==> src/rtl/prng_range_fetch.sv <==
// Prefetches raw xoshiro128++ words into a small FIFO and turns them into unbiased
// integers in [0, bound) by masking to the next power of two and rejecting out-of-range candidates.
module prng_range_fetch #(
  parameter int DEPTH = 4,
  parameter int CNT_W = 16
) (
  input  logic                       clk,
  input  logic                       rst_n,
  output logic                       prng_next,
  input  logic                       prng_hold,
  input  logic [31:0]                prng_rnd,
  input  logic                       flush,
  input  logic [31:0]                bound,
  input  logic                       rd_req,
  output logic [31:0]                rd_data,
  output logic                       rd_valid,
  output logic                       busy,
  output logic [$clog2(DEPTH):0]     level,
  output logic [CNT_W-1:0]           reject_cnt
);
  localparam int AW = $clog2(DEPTH);
  localparam int LW = AW + 1;
  localparam logic [LW:0] DEPTH_W = (LW+1)'(DEPTH);

  typedef enum logic {IDLE, SEARCH} state_t;

  state_t            state_q, state_d;
  logic              fill_en_q;
  logic              inflight_q;
  logic [LW-1:0]     level_q, level_d;
  logic [AW-1:0]     wr_ptr_q, wr_ptr_d, rd_ptr_q, rd_ptr_d;
  logic [31:0]       bound_q, bound_d, mask_q, mask_d;
  logic [31:0]       rd_data_q, rd_data_d;
  logic              rd_valid_q, rd_valid_d;
  logic [CNT_W-1:0]  reject_cnt_q, reject_cnt_d;
  logic [31:0]       mem_q [DEPTH];

  logic        push, pop, accept;
  logic [31:0] head, cand;

  // Set every bit at and below the most significant set bit.
  function automatic logic [31:0] smear(input logic [31:0] x);
    logic [31:0] s;
    s = x;
    s = s | (s >> 1);
    s = s | (s >> 2);
    s = s | (s >> 4);
    s = s | (s >> 8);
    s = s | (s >> 16);
    return s;
  endfunction

  // Counting the in-flight word keeps the FIFO from ever overflowing on arrival.
  assign prng_next = fill_en_q & ~flush & ~prng_hold &
                     (({1'b0, level_q} + (LW+1)'(inflight_q)) < DEPTH_W);

  always_comb begin
    push   = inflight_q & ~flush;
    head   = mem_q[rd_ptr_q];
    cand   = head & mask_q;
    pop    = (state_q == SEARCH) & ~flush & (level_q != '0);
    accept = pop & ((bound_q == 32'd0) | (cand < bound_q));

    state_d      = state_q;
    bound_d      = bound_q;
    mask_d       = mask_q;
    rd_data_d    = rd_data_q;
    rd_valid_d   = 1'b0;
    reject_cnt_d = reject_cnt_q;
    wr_ptr_d     = wr_ptr_q + AW'(push);
    rd_ptr_d     = rd_ptr_q + AW'(pop);
    level_d      = level_q + LW'(push) - LW'(pop);

    if (flush) begin
      wr_ptr_d = '0;
      rd_ptr_d = '0;
      level_d  = '0;
    end

    case (state_q)
      IDLE: begin
        if (rd_req && !flush) begin
          state_d = SEARCH;
          bound_d = bound;
          mask_d  = smear(bound - 32'd1);
        end
      end
      SEARCH: begin
        if (flush) begin
          state_d = IDLE;
        end else if (accept) begin
          state_d    = IDLE;
          rd_data_d  = cand;
          rd_valid_d = 1'b1;
        end else if (pop && reject_cnt_q != '1) begin
          reject_cnt_d = reject_cnt_q + CNT_W'(1);
        end
      end
      default: state_d = IDLE;
    endcase
  end

  always_ff @(posedge clk or negedge rst_n) begin
    if (!rst_n) begin
      state_q      <= IDLE;
      fill_en_q    <= 1'b0;
      inflight_q   <= 1'b0;
      level_q      <= '0;
      wr_ptr_q     <= '0;
      rd_ptr_q     <= '0;
      bound_q      <= '0;
      mask_q       <= '0;
      rd_data_q    <= '0;
      rd_valid_q   <= 1'b0;
      reject_cnt_q <= '0;
    end else begin
      state_q      <= state_d;
      fill_en_q    <= 1'b1;
      inflight_q   <= prng_next;
      level_q      <= level_d;
      wr_ptr_q     <= wr_ptr_d;
      rd_ptr_q     <= rd_ptr_d;
      bound_q      <= bound_d;
      mask_q       <= mask_d;
      rd_data_q    <= rd_data_d;
      rd_valid_q   <= rd_valid_d;
      reject_cnt_q <= reject_cnt_d;
    end
  end

  // Storage is data-only; occupancy is tracked by level_q, so no reset is needed.
  always_ff @(posedge clk) begin
    if (push) mem_q[wr_ptr_q] <= prng_rnd;
  end

  assign rd_data    = rd_data_q;
  assign rd_valid   = rd_valid_q;
  assign busy       = (state_q == SEARCH);
  assign level      = level_q;
  assign reject_cnt = reject_cnt_q;
endmodule

==> config.mk <==
export PLATFORM = sky130hd
export DESIGN_NAME = prng_range_fetch
export DESIGN_NICKNAME = d
export VERILOG_FILES = /design/src/rtl/prng_range_fetch.sv
export SDC_FILE = /design/constraint.sdc
export NUM_CORES = 1
export LEC_CHECK = 0
export BUFFER_PORTS_ARGS = -buffer_cell sky130_fd_sc_hd__buf_2
export CAP_MARGIN = 15
export CORE_ASPECT_RATIO = 2
export CORE_MARGIN = 5
export CORE_UTILIZATION = 50
export CTS_BUF_LIST = sky130_fd_sc_hd__clkbuf_16
export CTS_CLUSTER_SIZE = 24
export DETAILED_ROUTE_END_ITERATION = 6
export PLACE_DENSITY = 0.79
export RECOVER_POWER = 25
export SYNTH_ARGS = -nofsm -noshare
export SYNTH_HDL_FRONTEND = slang
export SYNTH_SLANG_ARGS = --single-unit
==> constraint.sdc <==
create_clock -name clk -period 8.6 [get_ports clk]
set_input_delay 0.86 -clock clk [delete_from_list [all_inputs] [get_ports clk]]
set_output_delay 0.86 -clock clk [all_outputs]
set_load 0.02 [all_outputs]
After elaboration in Yosys (flattened, before gate mapping):

Memory sizes are Yosys's and may differ from the RTL's.
Index checks and enable logic that the tools add are counted.

* flip-flop bits (word level): 123
* memory bits (writable): 128
* input bits: 69
* logic and storage cells: 60
* memories kept: 1

* $add $sub $neg: 7
* $lt $le $gt $ge: 2
* equality and inequality tests: 1
* mux-type cells: 12
* bitwise logic cells: 18
* reduce and logical (&&, ||, !) cells: 8

Memory list
* mem_q: words 4, width 32, rd ports 1, clocked after Yosys merged registers in 0, wr ports 1, line 36 `logic [31:0] mem_q [DEPTH];`

Operator list (count)
* $and 32x32->32: 1
* $logic_not 32->1: 1
* $lt 32x32->1: 1
* $or 32x16->32: 1
* $or 32x24->32: 1
* $or 32x28->32: 1
* $or 32x30->32: 1
* $or 32x31->32: 1
* $sub 32x1->32 const B: 1
* $add 16x1->16 const B: 1
* $ne 16x16->1 const B: 1
* $mux 1: 8
* $and 1x1->1: 7
* $add 2x1->2: 2
* $add 3x1->4: 1
* $lt 4x3->1 const B: 1
* $mux 2: 2
* $not 1->1: 4
* $reduce_and 4->1: 1
* $add 3x1->3: 1
* $mux 3: 1
* $reduce_and 3->1: 1
* $reduce_bool 3->1: 1
* $sub 3x1->3: 1
* 5 further kinds: 6

Depth between registers and ports, before layout:

Gate-level depths: netlist (run 1).
An unclocked memory read counts as a cell.

* depth after elaboration: 8
* gate-level depth with buffers: 14
* mapped depth without buffers: 11

Worst setup path after synthesis (run 1):

Ideal clock, no wire load.

* path type: reg2reg
* start point: reg rd_ptr_q[0]
* end point: reg reject_cnt_q[10], in the netlist reject_cnt[10]
* library setup time: 0.129 ns
* arrival: 3.996 ns
* slack: 4.475 ns
* cell stages (with the launch flop): 15
* path buffers: 3
* period minus slack after synthesis: 4.125 ns
* cell sequence: dfrtp_1 clkbuf_1 buf_1 mux4_2 and2_1 ha_1 o21ai_0 a221oi_1 o21ai_0 a221oi_1 o22ai_1 nor3b_1 clkbuf_1 nand4_1 xnor2_1

* cells in the longest elaborated chain, start to end: 7

RTL lines
* start: declaration: line 31 `logic [AW-1:0] wr_ptr_q, wr_ptr_d, rd_ptr_q, rd_ptr_d;`
* start signal: assignment: line 122 `rd_ptr_q <= rd_ptr_d;`
* $mem_v2 4x32
* $and 32x32->32: line 60 `cand = head & mask_q;`
* net cand[3]: line 39 `logic [31:0] head, cand;`
* $lt 32x32->1: line 62 `accept = pop & ((bound_q == 32'd0) | (cand < bound_q));`
* $or 1x1->1: line 62
* $and 1x1->1: line 62
* $not 1->1 (no line)
* $reduce_and 4->1 (no line)
* end signal: assignment: line 127 `reject_cnt_q <= reject_cnt_d;`
* end: declaration: line 35 `logic [CNT_W-1:0] reject_cnt_q, reject_cnt_d;`

The timed path passes the listed nets, and every way through them passes these cells.
A chain may end at the register's enable or synchronous reset.

Worst setup path after layout (run 1):

* start point: reg rd_ptr_q[0]
* end point: reg rd_data_q[7], in the netlist rd_data[7]

* cells in the longest elaborated chain, start to end: 6

RTL lines
* $mem_v2 4x32
* $and 32x32->32: line 60
* net cand[23]: line 39
* $lt 32x32->1: line 62
* $or 1x1->1: line 62
* $and 1x1->1: line 62
* $reduce_and 3->1 (no line)
* end signal: assignment: line 125 `rd_data_q <= rd_data_d;`
* end: declaration: line 33 `logic [31:0] rd_data_q, rd_data_d;`

The timed path passes the listed nets, and every way through them passes these cells.

==> results of run 1 <==
## logic make-up (layout without fill, tap and decap cells)
logic type | after synthesis | count (layout)
compound gates | 138 | 138
other cells | 1 | 2
flops | 251 | 251
xor+xnor | 36 | 36
buf+inv | 94 | 218
mux | 68 | 68
simple gates | 312 | 312
fa+ha+maj | 40 | 40
## state kept, by name, indices dropped and copies added (netlist names)
| register | flops |
|---|---|
| mem_q | 128 |
| bound_q | 32 |
| mask_q | 32 |
| rd_data | 32 |
| reject_cnt | 16 |
| level | 3 |
| rd_ptr_q | 2 |
| wr_ptr_q | 2 |
| busy | 1 |
| fill_en_q | 1 |
| inflight_q | 1 |
| rd_valid | 1 |
## report_power, final
part,internal [mW],switching [mW]
Combinational,0.225,0.340
Sequential,1.38,0.0978
Clock,0.593,0.431
## layer usage
layer,global-route usage,up-vias
met2,0.384,266
met5,0,-
met3,0.0272,84
li1,-,3659
met4,0.130,0
met1,0.235,3903
## synth_stat cells, types with 3 or more instances
library cell,count
mux2_2,33
or2_2,5
clkbuf_1,25
a211oi_1,5
a211o_1,3
nand2_1,75
nand2b_1,5
xor2_1,6
nand4_1,18
and3_1,8
o21ai_0,46
and2_1,36
mux2i_1,4
nor4_1,18
dfrtp_1,123
nor2b_1,4
ha_1,39
buf_2,6
mux4_2,31
buf_1,10
o22ai_1,4
a31oi_1,12
xnor2_1,30
nor2_1,74
inv_1,49
nor3_1,22
o32ai_1,5
a21oi_1,37
edfxtp_1,128
o22a_1,3
nand3_1,22
## layout make-up
cell class,instances,area [µm²]
Fill cell,1790,9910
Multi-Input combinational cell,595,4470
Sequential cell,251,6920
Tap cell,283,354
Inverter,49,184
Clock inverter,15,195
Clock buffer,22,551
Timing Repair Buffer,132,644
Antenna cell,1,2.50
## metrics by stage
stage | worst slack, ns | cell area, µm² | power (mW) | utilization
floorplan | 4.47 | 11700 | 1.83 | -
global placement | 3.94 | 12600 | 2.05 | 0.543
CTS | 3.85 | 13400 | 3.10 | 0.575
global route | 3.53 | 13300 | 3.20 | 0.573
detailed placement | 3.87 | 12600 | 2.07 | 0.543
finish | 3.87 | 13300 | 3.07 | 0.573
## path summary, 6_finish.rpt
path	end	slack, ns	depth (start not counted)
min in group asynchronous	rd_data[27]$_DFFE_PN0P_	1.37	1
worst min-delay path	reject_cnt[11]$_DFFE_PN0P_	0.49	1
worst max register to register	rd_data[7]$_DFFE_PN0P_	3.87	12
worst min register to register	reject_cnt[11]$_DFFE_PN0P_	0.49	1
worst max-delay path	rd_data[7]$_DFFE_PN0P_	3.87	12
max in group asynchronous	rd_ptr_q[0]$_DFF_PN0_	5.00	2
## critical path: cells and delay by family (launching register included)
family	cells	cell delay (ns)
buffers and inverters	2	0.82
AND/OR/NAND/NOR	2	0.66
multiplexers	2	0.88
adder cells (fa/ha/maj)	1	0.32
AO/OA/AOI/OAI	5	1.18
flip-flops	1	0.73
==> flow_metrics.py, run 1 <==
metrics = {
    "clock_network": {
        "clkLatencyLatePin_ns": 0.50,
        "htreeDepth": 1,
        "cts_resized": 0,
        "cts_buffers": 21,
        "clk_pin_slew_worst_paths_ns": 0.07,
        "cts_hold_buffers": 0,
        "cts_tree": "built",
        "clock_path_buffers": 3,
        "clockRootBuffer": "clkbuf_16",
        "cts_sinks": 251,
        "post_cts_buffers": 0,
    },
    "routing": {
        "drc": 0,
        "met1Wirelength_um": 10200,
        "drt_iter0_drc": 481,
        "dr_wl_met3_um": 1170,
        "firstDrtPassIters": 5,
        "viasPerCell": 5.87,
        "dr_wl_met2_um": 15000,
        "wirelength_um": 28300,
        "via_count": 7912,
        "maxUsedRoutingLayer": "met4",
        "antenna_left": 0,
        "wire_per_inst_um": 21.0,
    },
    "sta": {
        "setup_violations": 0,
        "tightest_slew_ns": 3.10,
        "holdWs_ns": 0.495,
        "drv_slew": 57,
        "fmax_mhz": 211,
        "timing.slew.headroom": -1.06,
        "fin_crit_ns": 4.73,
        "finalHoldViolations": 0,
        "setup_tns_ns": 0,
        "timing.final.crit_share": 0.551,
        "rsz0062_at_grt": "no",
        "fin_skew_ns": 0.00859,
    },
    "synthesis": {
        "syn_nets": 1049,
        "synth_cell_types": 71,
        "synth_seq_cells": 251,
        "ys_seq_area_frac": 0.589,
        "synth_compound_area_frac": 0.0737,
        "netlist.area_leader.share": 0.327,
        "synth_area_per_cell_um2": 12.5,
        "netlist_area_um2": 11700,
        "synth_edf_count": 128,
        "synth-simple-area-share": 0.140,
        "synthFlopType": "edfxtp_1",
        "synthAdderAreaFrac": 0.0432,
        "async_flop_share": 0.490,
        "ys_warn_count": 0,
        "synth_largest_area_cell": "edfxtp_1",
        "synth-xor-area-share": 0.0268,
        "synth.area.mux_share": 0.0945,
        "netlist_instances": 940,
        "synth_top_family_by_area": "simple AND/OR/NAND/NOR gates",
        "ys_top_cells_by_area": "edfxtp_1, dfrtp_1, mux4_2, ha_1, mux2_2",
    },
    "global_routing": {
        "grt_usage": 0.212,
        "grt_max_degree": 97,
        "antenna_found_initial": 2,
        "first_global_vias": 8307,
        "grt_pass1_wl_um": 45000,
        "grt_overflow_total": 0,
    },
    "worst_setup_path": {
        "crit_path_end_kind": "flip-flop",
        "crit_fanout": 21,
        "critPathMaxStageDelay_ns": 0.73,
        "worstPathRequired_ns": 8.98,
        "r2r-start": "rd_ptr_q[0]$_DFF_PN0_",
        "crit_chain": "buf_4, mux4_2, and2_1, ha_1, a211oi_1, o21ai_0, o221a_2, a211o_1, o22ai_1, nand2_1, buf_4, mux2_2",
        "crit_type": "flip-flop to flip-flop",
        "cpMaxStageDelayCell": "dfrtp_2",
        "worst_setup_path_start_kind": "flip-flop",
        "cpMostUsedCell": "buf_4",
        "critPathLaunch": "rd_ptr_q[0]$_DFF_PN0_",
        "cp.arrival_ns": 5.12,
    },
    "floorplan": {
        "start_util": 0.506,
        "rows": 79,
        "io_pins": 123,
        "die_area_um2": 26800,
        "core_um2": 23200,
        "die_w_um": 118,
        "dieHeight_um": 227,
    },
    "power_and_ir_drop": {
        "power_density_nw_per_um2": 230,
        "vdd_drop_max_mv": 0.161,
        "leakage_nw": 5.18,
    },
    "placement": {
        "place_inst": 1310,
        "place_congestion": 0.903,
        "port_buffers": 122,
        "hpwl_um": 21000,
    },
    "status": {
        "violations": "max-capacitance violations, max-slew violations",
        "status": "complete, but fails checks",
    },
    "cells_and_area": {
        "finalNonFillerCells": 1348,
        "final_cell_mix": "edfxtp_1, dfrtp_1, buf_2",
        "fin_nets": 1159,
        "drive_gt1_frac": 0.210,
        "final_common_cell": "edfxtp_1",
        "area_growth_pct": 13.4,
    },
    "min_path": {
        "hp-class": "flip-flop to flip-flop",
        "min-delay-start": "reject_cnt[11]$_DFFE_PN0P_",
    },
    "flow_run": {
        "cap_viol_max_count": 1,
    },
}
No activity file was read; power rests on OpenSTA's default activity.
==> run 2: changes to the inputs <==
--- a/config.mk
+++ b/config.mk
@@ -13,7 +13,7 @@
 export CTS_BUF_LIST = sky130_fd_sc_hd__clkbuf_16
 export CTS_CLUSTER_SIZE = 24
 export DETAILED_ROUTE_END_ITERATION = 6
-export PLACE_DENSITY = 0.79
+export PLACE_DENSITY = 0.82
 export RECOVER_POWER = 25
 export SYNTH_ARGS = -nofsm -noshare
 export SYNTH_HDL_FRONTEND = slang
==> constraint.sdc (replaced) <==
create_clock -name clk -period 4.35 [get_ports clk]
set_input_delay 0.435 -clock clk [delete_from_list [all_inputs] [get_ports clk]]
set_output_delay 0.435 -clock clk [all_outputs]
set_load 0.02 [all_outputs]
==> run 2 against run 1 <==
The flow still finishes with violations (max-capacitance violations, max-slew violations). Largest power group unchanged. Highest routed layer unchanged. Cell count grew 0.74%. Critical path type unchanged. Setup slack lost 3.4 ns. Via count grew 0.86%. Clock-buffer cell count shrank 1.
==> flow_metrics.py, run 2 (synthesis results as in run 1) <==
metrics = {
    "sta": {
        "drv_slew": 44,
        "rsz0062_at_grt": "no",
        "setup_violations": 0,
        "tightest_slew_ns": 2.55,
        "fin_crit_ns": 3.88,
        "timing.slew.headroom": -0.697,
        "fin_skew_ns": 0.0279,
        "finalHoldViolations": 0,
        "fmax_mhz": 258,
        "timing.final.crit_share": 0.893,
        "setup_tns_ns": 0,
    },
    "routing": {
        "met1Wirelength_um": 9960,
        "dr_wl_met2_um": 15100,
        "drt_iter0_drc": 484,
        "drc": 0,
        "viasPerCell": 5.88,
        "maxUsedRoutingLayer": "met4",
        "wire_per_inst_um": 20.7,
        "antenna_left": 0,
        "dr_wl_met3_um": 1340,
        "wirelength_um": 28200,
        "via_count": 7980,
        "firstDrtPassIters": 7,
    },
    "floorplan": {
        "die_area_um2": 26800,
        "start_util": 0.506,
        "die_w_um": 118,
        "rows": 79,
        "dieHeight_um": 227,
        "core_um2": 23200,
        "io_pins": 123,
    },
    "status": {
        "violations": "max-capacitance violations, max-slew violations",
        "status": "complete, but fails checks",
    },
    "cells_and_area": {
        "fill_cells": 1805,
        "diodes": 0,
        "final_cell_mix": "edfxtp_1, dfrtp_1, buf_2",
        "final_common_cell": "edfxtp_1",
        "regArea_um2": 6920,
        "drive_gt1_frac": 0.213,
        "regMostFlops": "mem_q",
        "multiInputGateArea_um2": 4470,
        "design_area_um2": 13300,
        "area_growth_pct": 13.4,
        "largest_reg_flops": 128,
        "fin_nets": 1170,
    },
    "worst_setup_path": {
        "critPathMaxStageDelay_ns": 0.52,
        "worst_setup_path_start_kind": "flip-flop",
        "crit_chain": "buf_12, mux4_2, and2_1, ha_1, a21oi_1, o21ai_0, a211oi_1, a221oi_1, o22ai_1, nand2_1, buf_4, mux2_2",
        "crit_fanout": 21,
        "cp.arrival_ns": 4.27,
        "path_buf_inv": 2,
        "r2r_slack_ns": 0.47,
        "crit_path_end_kind": "flip-flop",
        "reg2reg_depth": 12,
        "r2r-start": "rd_ptr_q[0]$_DFF_PN0_",
        "cp_top_family": "compound AO/OA/AOI/OAI gates",
        "crit_type": "flip-flop to flip-flop",
        "cpMaxStageDelayCell": "mux4_2",
        "worstPathRequired_ns": 4.74,
        "r2r_end": "rd_data[10]$_DFFE_PN0P_",
    },
    "clock_network": {
        "clock_path_buffers": 3,
        "cts_tree": "built",
        "clk_pin_slew_worst_paths_ns": 0.07,
        "cts_buffers": 21,
        "cts_sinks": 251,
        "clkLatencyLatePin_ns": 0.52,
        "clockRootBuffer": "clkbuf_16",
        "htreeDepth": 1,
        "cts_hold_buffers": 1,
        "cts_resized": 0,
        "post_cts_buffers": 0,
    },
    "power_and_ir_drop": {
        "power_density_nw_per_um2": 442,
        "vdd_drop_max_mv": 0.371,
        "leakage_nw": 5.21,
    },
    "global_routing": {
        "antenna_found_initial": 0,
        "grt_max_degree": 96,
        "grt_pass1_wl_um": 45000,
        "first_global_vias": 8408,
        "grt_usage": 0.211,
        "grt_overflow_total": 0,
    },
    "placement": {
        "place_area_um2": 12700,
        "port_buffers": 122,
        "hpwl_um": 21100,
        "place_congestion": 0.900,
    },
    "min_path": {
        "hold_path_depth": 2,
        "hp-class": "primary input to flip-flop",
        "min-delay-start": "prng_hold",
        "whs_endpoint": "inflight_q$_DFF_PN0_",
    },
    "flow_run": {
        "cap_viol_max_count": 1,
    },
}
-- run 2: changes by cell type in the layout (fill, tap and decap cells not counted), moves of 2 or more --
cell / previous run / this run
buf_4: 10 / 19
bufinv_16: 4 / 2
clkinv_1: 1 / 3
clkinv_2: 0 / 2
clkinvlp_4: 4 / 1
inv_1: 50 / 53
inv_4: 2 / 0
-- run 2: final cells by class --
cell class,instances,share of cell area
flip-flops and latches,251,0.520
multi-input cells,595,0.335
repair buffers,143,0.0557
clock buffers,21,0.0394
well taps,283,0.0266
inverters,49,0.0138
clock inverters,16,0.00949
-- run 2: worst max path at each step --
stage / startpoint / end / slack, ns / depth (start not counted)
after global routing: rd_ptr_q[0]$_DFF_PN0_ / rd_data[10]$_DFFE_PN0P_ / 0.33 / 12
after detailed placement: rd_ptr_q[0]$_DFF_PN0_ / rd_data[10]$_DFFE_PN0P_ / 0.47 / 12
after floorplan: rd_ptr_q[0]$_DFF_PN0_ / reject_cnt[8]$_DFFE_PN0P_ / 0.22 / 14
after CTS: rd_ptr_q[0]$_DFF_PN0_ / rd_data[10]$_DFFE_PN0P_ / 0.44 / 12
final: rd_ptr_q[0]$_DFF_PN0_ / rd_data[10]$_DFFE_PN0P_ / 0.47 / 12
after global placement: rd_ptr_q[0]$_DFF_PN0_ / rd_data[9]$_DFFE_PN0P_ / 0.55 / 12
-- run 2: worst reg2reg max path, stage by stage, from the launching register on --
cell,delay (ns)
dfrtp_2,0.38
buf_12,0.20
mux4_2,0.54
and2_1,0.19
ha_1,0.30
a21oi_1,0.07
o21ai_0,0.42
a211oi_1,0.15
a221oi_1,0.44
o22ai_1,0.22
nand2_1,0.15
buf_4,0.29
mux2_2,0.40
-- run 2: stage by stage --
stage / utilization / cells / hold slack, ns / setup slack [ns] / power, mW
floorplan: - / 940 / 0.139 / 0.225 / 3.62
global placement: 0.547 / 1320 / 0.452 / 0.546 / 4.05
detailed placement: 0.547 / 1320 / 0.463 / 0.468 / 4.10
CTS: 0.575 / 1358 / 0.0670 / 0.440 / 5.94
global route: 0.573 / 1358 / 0.0782 / 0.333 / 6.14
finish: 0.573 / 1358 / 0.0910 / 0.467 / 5.88
-- run 2: report_power, final --
part	switching, mW	internal, mW	total (mW)
combinational	0.671	0.453	1.12
sequential	0.192	2.73	2.93
clock	0.831	1.00	1.83
-- run 2: metal layers --
metal | up-vias | global-route usage
met5 | - | 0
met4 | 0 | 0.127
met3 | 96 | 0.0290
met2 | 249 | 0.381
met1 | 3952 | 0.235
li1 | 3683 | -
==> run 3: changes to the inputs <==
--- a/config.mk
+++ b/config.mk
@@ -13,7 +13,7 @@
 export CTS_BUF_LIST = sky130_fd_sc_hd__clkbuf_16
 export CTS_CLUSTER_SIZE = 24
 export DETAILED_ROUTE_END_ITERATION = 6
-export PLACE_DENSITY = 0.82
+export PLACE_DENSITY = 0.69
 export RECOVER_POWER = 25
 export SYNTH_ARGS = -nofsm -noshare
 export SYNTH_HDL_FRONTEND = slang
==> run 3 against run 2 <==
The run still ends with max-capacitance violations, max-slew violations left. Cell count grew 0.15%. Sequential share of layout area down 0.45 points. Wire length down 0.34%. Flip-flop and latch count stayed put. Sequential power about the same. Clock-buffer cell count increased by 2. Global-route usage grew 0.11 points. First-iteration DRC count increased by 11%. Critical path type unchanged. Critical endpoint is now reject_cnt[1]$_DFFE_PN0P_. Largest power group unchanged. Highest routed layer is now met5.
==> flow_metrics.py, run 3 (synthesis results as in run 1) <==
metrics = {
    "floorplan": {
        "start_util": 0.506,
        "io_pins": 123,
        "dieHeight_um": 227,
        "die_w_um": 118,
        "rows": 79,
        "core_um2": 23200,
        "die_area_um2": 26800,
    },
    "status": {
        "status": "complete, but fails checks",
        "violations": "max-capacitance violations, max-slew violations",
    },
    "worst_setup_path": {
        "crit_chain": "buf_12, mux4_2, and2_1, ha_1, a21oi_1, o21ai_0, a211oi_1, a221oi_1, o22ai_1, nor3b_1, buf_4, mux2_2",
        "r2r_slack_ns": 0.37,
        "crit_path_end_kind": "flip-flop",
        "crit_fanout": 17,
        "worst_setup_path_start_kind": "flip-flop",
        "cp.arrival_ns": 4.38,
        "r2r-start": "rd_ptr_q[0]$_DFF_PN0_",
        "critPathLaunch": "rd_ptr_q[0]$_DFF_PN0_",
        "endpoint": "reject_cnt[1]$_DFFE_PN0P_",
        "r2r_end": "reject_cnt[1]$_DFFE_PN0P_",
        "critPathMaxStageDelay_ns": 0.53,
        "cpMaxStageDelayCell": "mux4_2",
        "crit_type": "flip-flop to flip-flop",
        "reg2reg_depth": 12,
        "worstPathRequired_ns": 4.76,
    },
    "clock_network": {
        "htreeDepth": 1,
        "cts_buffers": 22,
        "clk_pin_slew_worst_paths_ns": 0.07,
        "cts_sinks": 251,
        "cts_tree": "built",
        "clock_path_buffers": 3,
        "cts_hold_buffers": 0,
        "post_cts_buffers": 0,
        "clkLatencyLatePin_ns": 0.52,
        "clockRootBuffer": "clkbuf_16",
        "cts_resized": 0,
    },
    "sta": {
        "tightest_slew_ns": 3.53,
        "fin_crit_ns": 3.98,
        "drv_slew": 63,
        "timing.final.crit_share": 0.914,
        "rsz0062_at_grt": "no",
        "finalHoldViolations": 0,
        "fmax_mhz": 252,
        "timing.slew.headroom": -1.35,
        "setup_tns_ns": 0,
        "setup_violations": 0,
        "fin_skew_ns": 0.0108,
    },
    "routing": {
        "drc": 0,
        "wirelength_um": 28100,
        "wire_per_inst_um": 20.6,
        "viasPerCell": 5.74,
        "antenna_left": 0,
        "drt_iter0_drc": 535,
        "firstDrtPassIters": 5,
        "via_count": 7807,
    },
    "placement": {
        "port_buffers": 122,
        "hpwl_um": 21200,
        "place_inst": 1320,
        "place_congestion": 0.888,
    },
    "cells_and_area": {
        "drive_gt1_frac": 0.214,
        "diodes": 0,
        "fill_cells": 1875,
        "area_growth_pct": 14.4,
        "largest_reg_flops": 128,
        "regMostFlops": "mem_q",
        "utilization": 0.579,
        "final_cell_mix": "edfxtp_1, dfrtp_1, buf_2",
        "fin_nets": 1170,
        "finalNonFillerCells": 1360,
        "final_common_cell": "edfxtp_1",
    },
    "power_and_ir_drop": {
        "vdd_drop_max_mv": 0.471,
        "power_density_nw_per_um2": 455,
        "leakage_nw": 5.27,
    },
    "global_routing": {
        "antenna_found_initial": 1,
        "grt_pass1_wl_um": 44800,
        "grt_usage": 0.212,
        "first_global_vias": 8203,
        "grt_overflow_total": 0,
        "grt_max_degree": 89,
    },
    "flow_run": {
        "cap_viol_max_count": 1,
    },
    "min_path": {
        "hp-class": "primary input to flip-flop",
    },
}
run 3: cell type report:
class                   count  area [µm²]  area share
repair buffers            142         744      0.0554
flip-flops and latches    251        6920       0.515
clock inverters            17         196      0.0146
well taps                 283         354      0.0264
clock buffers              23         576      0.0428
inverters                  49         184      0.0137
multi-input cells         595        4460       0.332
run 3: layer usage:
layer	global-route usage	share of wire
met1	0.241	0.37
met2	0.384	0.53
met5	0	0.00039
met4	0.110	0.053
met3	0.0334	0.046
run 3: worst max-delay path: cells and delay by family, from the launching register on:
| family | cells | cell delay (ns) |
|---|---|---|
| compound gates | 5 | 1.16 |
| flops | 1 | 0.52 |
| mux | 2 | 0.88 |
| fa+ha+maj | 1 | 0.29 |
| simple gates | 2 | 0.50 |
| buf+inv | 2 | 0.50 |
run 3: how the worst min path moves through the flow:
stage                           start                         to  slack (ns)  cells after the start
6_report                    prng_hold       inflight_q$_DFF_PN0_        0.08                      2
3_5_place_dp   mask_q[20]$_DFFE_PN0P_     mask_q[20]$_DFFE_PN0P_        0.47                      2
3_3_place_gp   mask_q[20]$_DFFE_PN0P_     mask_q[20]$_DFFE_PN0P_        0.46                      2
5_1_grt                     prng_hold       inflight_q$_DFF_PN0_        0.09                      2
4_1_cts                         rst_n  reject_cnt[1]$_DFFE_PN0P_        0.04                      1
2_1_floorplan                   rst_n     bound_q[0]$_DFFE_PN0P_        0.14                      0
run 3: per-stage QoR:
| step | hold WS (ns) | cell area (µm²) | setup WS [ns] | power [mW] |
|---|---|---|---|---|
| finish | 0.0777 | 13400 | 0.374 | 6.11 |
| global route | 0.0880 | 13400 | 0.139 | 6.39 |
| CTS | 0.0398 | 13500 | 0.370 | 6.18 |
| detailed placement | 0.468 | 12700 | 0.384 | 4.09 |
| global placement | 0.455 | 12700 | 0.356 | 4.07 |
| floorplan | 0.139 | 11700 | 0.225 | 3.62 |
run 3: report_power, final:
group,internal (mW),switching [mW],total [mW]
Clock,1.21,0.871,2.08
Combinational,0.452,0.661,1.11
Sequential,2.74,0.183,2.92
